<file path="src/rtl/pipe_hazard_pkg.sv">
// Shared types and constants for the pipeline hazard controller.
package pipe_hazard_pkg;

   typedef enum logic [1:0] {
      RUN      = 2'd0,
      MEM_WAIT = 2'd1,
      HALT     = 2'd2
   } state_e;

   localparam logic [4:0]  ZERO_REG = 5'd31;
   localparam int unsigned PERF_W   = 32;

endpackage

</file>
<file path="src/rtl/hazard_cmp.sv">
// Combinational load-use and CBZ hazard detection; X31 never acts as a producer.
module hazard_cmp
   import pipe_hazard_pkg::*;
(
   input  logic [4:0] id_rn,
   input  logic [4:0] id_rb,
   input  logic       id_uses_rn,
   input  logic       id_uses_rb,
   input  logic       id_is_cbz,
   input  logic       ex_regwrite,
   input  logic       ex_read_en,
   input  logic [4:0] ex_rd,
   input  logic       mem_regwrite,
   input  logic [4:0] mem_rd,
   input  logic       wb_regwrite,
   input  logic [4:0] wb_rd,
   output logic       lu,
   output logic       cz
);

   always_comb begin
      lu = ex_read_en && (ex_rd != ZERO_REG) &&
           ((id_uses_rn && (ex_rd == id_rn)) || (id_uses_rb && (ex_rd == id_rb)));
      // CBZ tests the raw register file value, so any pending writer stalls it
      cz = id_is_cbz && (id_rb != ZERO_REG) &&
           ((ex_regwrite  && (ex_rd  == id_rb)) ||
            (mem_regwrite && (mem_rd == id_rb)) ||
            (wb_regwrite  && (wb_rd  == id_rb)));
   end

endmodule

</file>
<file path="src/rtl/pipe_hazard_ctrl.sv">
// Pipeline stall/bubble controller with memory-wait timeout.
// Optional perf counters enabled by defining PIPE_HAZARD_CTRL_PERF_EN.
module pipe_hazard_ctrl
   import pipe_hazard_pkg::*;
#(
   parameter int unsigned MEM_TIMEOUT = 64
)(
   input  logic       clk,
   input  logic       reset,
   input  logic [4:0] id_rn,
   input  logic [4:0] id_rb,
   input  logic       id_uses_rn,
   input  logic       id_uses_rb,
   input  logic       id_is_cbz,
   input  logic       ex_regwrite,
   input  logic       ex_read_en,
   input  logic [4:0] ex_rd,
   input  logic [4:0] mem_rd,
   input  logic [4:0] wb_rd,
   input  logic       mem_regwrite,
   input  logic       wb_regwrite,
   input  logic       mem_access,
   input  logic       dmem_ready,
   output logic       pc_en,
   output logic       ifid_en,
   output logic       idex_bubble,
   output logic       back_en,
   output logic       mem_timeout,
   output logic [1:0] state
`ifdef PIPE_HAZARD_CTRL_PERF_EN
  ,output logic [31:0] stall_cycles,
   output logic [31:0] wait_cycles
`endif
);

   localparam int unsigned CNT_W = $clog2(MEM_TIMEOUT) + 1;
   localparam logic [CNT_W-1:0] CNT_LAST = CNT_W'(MEM_TIMEOUT - 1);

   state_e           state_q, state_d;
   logic [CNT_W-1:0] wait_cnt;
   logic             lu, cz, mem_stall, timeout_hit;

   hazard_cmp u_hazard_cmp (
      .id_rn        (id_rn),
      .id_rb        (id_rb),
      .id_uses_rn   (id_uses_rn),
      .id_uses_rb   (id_uses_rb),
      .id_is_cbz    (id_is_cbz),
      .ex_regwrite  (ex_regwrite),
      .ex_read_en   (ex_read_en),
      .ex_rd        (ex_rd),
      .mem_regwrite (mem_regwrite),
      .mem_rd       (mem_rd),
      .wb_regwrite  (wb_regwrite),
      .wb_rd        (wb_rd),
      .lu           (lu),
      .cz           (cz)
   );

   assign mem_stall   = mem_access && !dmem_ready;
   assign timeout_hit = (state_q == MEM_WAIT) && !dmem_ready && (wait_cnt == CNT_LAST);
   assign state       = state_q;

   always_ff @(posedge clk or negedge reset) begin
      if (!reset) state_q <= RUN;
      else        state_q <= state_d;
   end

   always_comb begin
      state_d = state_q;
      case (state_q)
         RUN:      if (mem_stall) state_d = MEM_WAIT;
         MEM_WAIT: begin
            if (dmem_ready)       state_d = RUN;
            else if (timeout_hit) state_d = HALT;
         end
         HALT:     state_d = HALT;
         default:  state_d = RUN;
      endcase
   end

   // Hazard rules apply in RUN without a wait and on the cycle a wait completes
   always_comb begin
      logic go;
      go          = 1'b0;
      pc_en       = 1'b0;
      ifid_en     = 1'b0;
      idex_bubble = 1'b0;
      back_en     = 1'b0;
      case (state_q)
         RUN:      go = !mem_stall;
         MEM_WAIT: go = dmem_ready;
         default:  go = 1'b0;
      endcase
      if (go) begin
         back_en = 1'b1;
         if (lu || cz) begin
            idex_bubble = 1'b1;
         end else begin
            pc_en   = 1'b1;
            ifid_en = 1'b1;
         end
      end
   end

   always_ff @(posedge clk or negedge reset) begin
      if (!reset) begin
         wait_cnt    <= '0;
         mem_timeout <= 1'b0;
      end else begin
         if (state_q == RUN && mem_stall) wait_cnt <= '0;
         else if (state_q == MEM_WAIT && wait_cnt != '1) wait_cnt <= wait_cnt + 1'b1;
         if (timeout_hit) mem_timeout <= 1'b1;
      end
   end

`ifdef PIPE_HAZARD_CTRL_PERF_EN
   logic [PERF_W-1:0] stall_q, wait_q;

   always_ff @(posedge clk or negedge reset) begin
      if (!reset) begin
         stall_q <= '0;
         wait_q  <= '0;
      end else begin
         if (idex_bubble && stall_q != '1)           stall_q <= stall_q + 1'b1;
         if (state_q == MEM_WAIT && wait_q != '1)    wait_q  <= wait_q + 1'b1;
      end
   end

   assign stall_cycles = stall_q;
   assign wait_cycles  = wait_q;
`endif

endmodule

</file>
<file path="config.mk">
export PLATFORM = sky130hd
export DESIGN_NAME = pipe_hazard_ctrl
export DESIGN_NICKNAME = d
export VERILOG_FILES = /design/src/rtl/pipe_hazard_pkg.sv /design/src/rtl/hazard_cmp.sv /design/src/rtl/pipe_hazard_ctrl.sv
export SDC_FILE = /design/constraint.sdc
export NUM_CORES = 1
export LEC_CHECK = 0
export ABC_AREA = 1
export CAP_MARGIN = 20
export CORE_ASPECT_RATIO = 1.1
export CORE_MARGIN = 10
export CORE_UTILIZATION = 44
export DETAILED_ROUTE_END_ITERATION = 6
export PLACE_DENSITY = 0.88
export SYNTH_ARGS = -nofsm -noshare
export SYNTH_HDL_FRONTEND = slang
export SYNTH_SLANG_ARGS = --single-unit
</file>
<file path="constraint.sdc">
create_clock -name clk -period 3.1 [get_ports clk]
set_clock_uncertainty 0.2 [all_clocks]
set_input_delay 0.62 -clock clk [delete_from_list [all_inputs] [get_ports clk]]
set_output_delay 0.62 -clock clk [all_outputs]
set_load 0.03 [all_outputs]
</file>
### Word level (Yosys, flattened, before mapping)

Index checks and enable logic that the tools add are counted.

| storage, ports and cells | value |
|---|---|
| register bits | 10 |
| latch bits | 0 |
| RAM bits | 0 |
| bits in read-only memories | 0 |
| bits of input ports | 36 |
| output and inout port bits | 7 |
| memories | 0 |

| cells by class | value |
|---|---|
| add/sub/neg operators | 1 |
| multiply operators | 0 |
| divide/modulo/power cells | 0 |
| $lt $le $gt $ge | 0 |
| eq/ne operators | 12 |
| shift-type cells | 0 |
| multiplexer cells | 12 |
| bitwise gates (word level) | 0 |
| reduce and logical (&&, ||, !) cells | 23 |

Operators with widths:

| operator | number |
|---|---|
| $eq 5x5->1 | 4 |
| $logic_and 1x1->1 | 14 |
| $mux 7 | 2 |
| $ne 5x5->1 const B | 2 |
| $add 7x1->7 const B | 1 |
| $eq 7x6->1 const B | 1 |
| $ne 7x7->1 const B | 1 |
| $mux 2 | 3 |
| $pmux 2 s3 | 1 |
| $mux 1 | 5 |
| $logic_or 1x1->1 | 4 |
| $ne 3x3->1 const B | 1 |
| $eq 2x1->1 const B | 1 |
| $eq 2x2->1 const B | 1 |
| $logic_not 1->1 | 2 |
| $logic_not 2->1 | 1 |
| $ne 2x2->1 const B | 1 |
| $pmux 1 s2 | 1 |
| $reduce_and 2->1 | 1 |
| $reduce_bool 2->1 | 1 |

### Logic depth before layout (Yosys ltp)

| logic depth | value |
|---|---|
| word-level depth | 8 |
| gate-level depth with buffers | 12 |
| mapped depth without buffers | 11 |

### Hierarchy

From an unflattened synthesis, not the netlist that was laid out.

| unflattened totals | value |
|---|---|
| cell total of the unflattened synthesis | 177 |
| area, all modules | 997.2 um^2 |

By module, submodules not included:

| module | times used | cells an instance | area each (um^2) |
|---|---|---|---|
| pipe_hazard_ctrl | 1 | 80 | 593.1 |
| hazard_cmp | 1 | 97 | 404.1 |

### Worst setup path before layout

No wires, ideal clock.

| path | value |
|---|---|
| kind | register to output |
| start point | register state_q[0] (netlist: state[0]) |
| end point | output port pc_en |
| arrival time | 2.216 ns |
| required time | 2.280 ns |
| path slack | 0.064 ns |
| cell stages (with the launch flop) | 8 |
| path buffers | 1 |
| cells stage by stage | dfrtp_1 inv_2 nor2_8 inv_1 o21ai_1 inv_1 nor2_1 buf_4 |

| between the ends | value |
|---|---|
| cells in the longest elaborated chain, start to end | 3 |
| elaborated cells between the ends (all ways) | 4 |

RTL lines:

| item | line | RTL |
|---|---|---|
| start: declaration | pipe_hazard_ctrl.sv:39 | `state_e state_q, state_d;` |
| start signal: assignment | pipe_hazard_ctrl.sv:66 | `else state_q <= state_d;` |
| $eq 2x1->1 or $logic_not 2->1 (tied branches) | pipe_hazard_ctrl.sv:90 | `case (state_q)` |
| $pmux 1 s2 * | pipe_hazard_ctrl.sv:90 |  |
| $mux 1 * | -- |  |
| end: declaration | pipe_hazard_ctrl.sv:24 | `output logic pc_en,` |

Mark *: on every way between the ends. The rest lies on a longest branch, timed or not.

### Final worst setup path

| path | value |
|---|---|
| start point | input port id_rb[3] |
| end point | output port idex_bubble |

| between the ends | value |
|---|---|
| cells in the longest elaborated chain, start to end | 8 |
| elaborated cells between the ends (all ways) | 17 |

RTL lines:

| item | line | RTL |
|---|---|---|
| start: declaration | pipe_hazard_ctrl.sv:11 | `input logic [4:0] id_rb,` |
| $eq 5x5->1 (on tied branches) | hazard_cmp.sv:23, hazard_cmp.sv:26, hazard_cmp.sv:27 |  |
| $logic_and 1x1->1 (on tied branches) | hazard_cmp.sv:26, hazard_cmp.sv:27 |  |
| $logic_or 1x1->1 | hazard_cmp.sv:26 | `((ex_regwrite && (ex_rd == id_rb)) \|\|` |
| $logic_or 1x1->1 | hazard_cmp.sv:27 | `(mem_regwrite && (mem_rd == id_rb)) \|\|` |
| $logic_and 1x1->1 | hazard_cmp.sv:25 | `cz = id_is_cbz && (id_rb != ZERO_REG) &&` |
| $logic_or 1x1->1 * | pipe_hazard_ctrl.sv:97 | `if (lu \|\| cz) begin` |
| $mux 1 * | pipe_hazard_ctrl.sv:97 |  |
| $mux 1 * | pipe_hazard_ctrl.sv:95 | `if (go) begin` |
| end: declaration | pipe_hazard_ctrl.sv:26 | `output logic idex_bubble,` |

Marks and branches as above.

==> results.md <==
- Outcome: complete, no violations
- Final setup violating endpoints: 0
- Post-synth ARST share: 100%
- DRC viols: 0
- Pwr Density: 244 nW/um^2
- Post-synth EDFFs: 0
- Largest net degree at the start of global routing: 11
- CTS tree: yes
- Max cap viols: 0
- Worst flop-to-flop path endpoint: wait_cnt[4]
- Rel. slew slack: 67.9%
- Sequential-to-total area share from yosys stat: 26.1%
- First-pass GRT wire length: 4.91 mm
- Final #Nets: 236
- Placed cell area: 1400 sq um
- Layout cell share with drive strength beyond 1: 13.6%
- Commonest cells in the netlist: nand2_1, inv_1, nor2_1
- CTS max path bufs: 2
- Cell area after layout: 1440 sq um
- H-Tree Depth: 1
- Via-to-Cell Ratio: 4.95
- Most frequent cell after synthesis: nand2_1
- Fmax: 339 MHz
- Min cycle time layout: 2.95 ns
- R2r startpoint: wait_cnt[0]
- Hold Path Class: reg2reg
- FF-to-FF setup slack: 1.48 ns
- Synthesized area: 958 sq um
- Rows: 17
- Worst path top cell family by delay: buffers and inverters
- Die ar.: 4450 sq um
- Most common cell on crit path: nand2_1
- Worst-margin pin slew: 0.481 ns
- Post_cts resized: 0
- Die Y-Extent: 69.0 microns
- Routed Antenna Nets: 0
- Initial antenna violation count: 0
- Final hold vios: 0
- YS warnings: 0
- Fin crit share: 95.0%
- Initial DRT Pass Iterations: 4
- Crit path to: idex_bubble
- Syn_area_per_cell: 6.26 sq um
- CP startpoint: id_rb[3]
- Antenna Cells: 0
- Worst Path Buf+Inv: 4
- CP Class: in2out
- RSZ-0062 raised after global routing: no
- Grt total ovfl: 0
- Max VDD drop: 0.219 mV
- Syn Nets: 190
- DP HPWL: 2.61 mm
- Initial Utilization: 46.9%
- Setup TNS: 0 ns
- Crit path DAT: 2.13 ns
- Core Util, Final: 70.3%
- Core box area: 2040 sq um
- Gate Count Post-Synth: 153
- Initial DRC count: 52
- Worst Path Required: 2.28 ns
- Die Wd: 64.5 microns
- Post-CTS Hold Buffers: 0
- Largest fanout on the critical path: 5
- CTS Buf Count: 3
- Port Buffers: 42
- Leak: 0.766 nW
- Vias: 1,118
- CTS Sinks: 10
- Post-CTS Setup Bufs: 0
- Crit path capture type: primary output
- Yosys top cell area share: 26.1%
- Slowest CP cell: clkdlybuf4s50_1
- Vias in the first global route: 1,107
- Synth cell types: 26
- Worst Setup Start Kind: primary input
- Seq cells post-synth: 10
- Total track usage: 13.9%
- Global placement routability congestion: 0.906
- Leading area contributor after synthesis: dfrtp_1
- Clock-pin slew on the worst setup and hold paths: 0.07 ns
- Critical path depth: 12
- Top FF cell, synth: dfrtp_1
- Routed Wire Length: 3.00 mm
- CP peak stage delay: 0.61 ns
- Hold_ws: 0.270 ns
- Area growth from synthesis to layout: 49.7%
- Root buffer cell: clkbuf_4
- Synth top area cells: dfrtp_1, nand2_1, inv_1
- Cells along the critical path: clkdlybuf4s50_1 > inv_2 > nand2_1 > nand2_1 > nor2_1 > nand3_1 > nand2_1 > inv_1 > nand2_2 > nand2_2 > a21oi_2 > buf_4
- Fin. max-slew vios: 0
- Top Ports: 43
- Worst skew pair latency: 0.28 ns
- Wire per inst: 13.3 microns
- Post-Layout Cell Count: 226
- Cells after DPL: 222
- R2R cell count: 7
worst min path at each step:
stage / slack (ns) / to / from / cells after the start
after global routing: 0.32 / mem_timeout / mem_timeout / 2
final: 0.27 / mem_timeout / mem_timeout / 2
after floorplan: 0.12 / mem_timeout / reset / 0
after detailed placement: 0.25 / mem_timeout / mem_timeout / 2
after CTS: 0.27 / mem_timeout / mem_timeout / 2
after global placement: 0.25 / mem_timeout / mem_timeout / 2
sequential cells by signal, summed over array words and instances (netlist names):
signal       flops
wait_cnt         7
mem_timeout      1
state            2
power by group:
part / internal (W) / switching (W)
Combinational: 0.0000555 / 0.0000423
Clock: 0.0000715 / 0.0000506
Sequential: 0.000130 / 0
worst register-to-register path, delay by kind of cell (launching register included):
family | cells | cell delay, ns
flip-flops | 1 | 0.41
AND/OR/NAND/NOR | 6 | 0.65
adder cells (fa/ha/maj) | 1 | 0.25
through the flow:
stage	setup slack, ns	power, W
floorplan	0.0644	0.000169
global placement	0.221	0.000227
detailed placement	0.152	0.000231
CTS	0.152	0.000354
global route	0.0134	0.000369
finish	0.153	0.000350
cells by family after synthesis:
kind of cell,synth area share (%)
fa+ha+maj,1.31
compound gates,8.35
buf+inv,12.1
flops,26.1
xor+xnor,5.48
simple gates,46.6
layer usage:
metal | up-vias | global-route usage [%] | part of all wire [%]
li1 | 567 | - | -
met1 | 515 | 13.3 | 40
met2 | 29 | 27.5 | 53
met3 | 7 | 4.19 | 5.3
met4 | 0 | 5.35 | 2.1
met5 | - | 0 | 0
final cells by class:
class	count	area, sq um
Timing Repair Buffer	42	413
Tap cell	28	35.0
Sequential cell	10	250
Multi-Input combinational cell	113	592
Inverter	29	109
Fill cell	164	607
Clock buffer	4	36.3
layout by cell type (no fill, tap or decap), types with 3 or more instances in the layout:
cell and count:
o21ai_0 5, dfrtp_1 10, nand4_1 7, clkbuf_4 3, nand3_1 8, o21ai_1 3, buf_4 3, inv_2 8
clkdlybuf4s50_1 39, xor2_1 5, nor2_1 18, nand2_1 47, inv_1 21
Power figures use the tool's default switching activity.
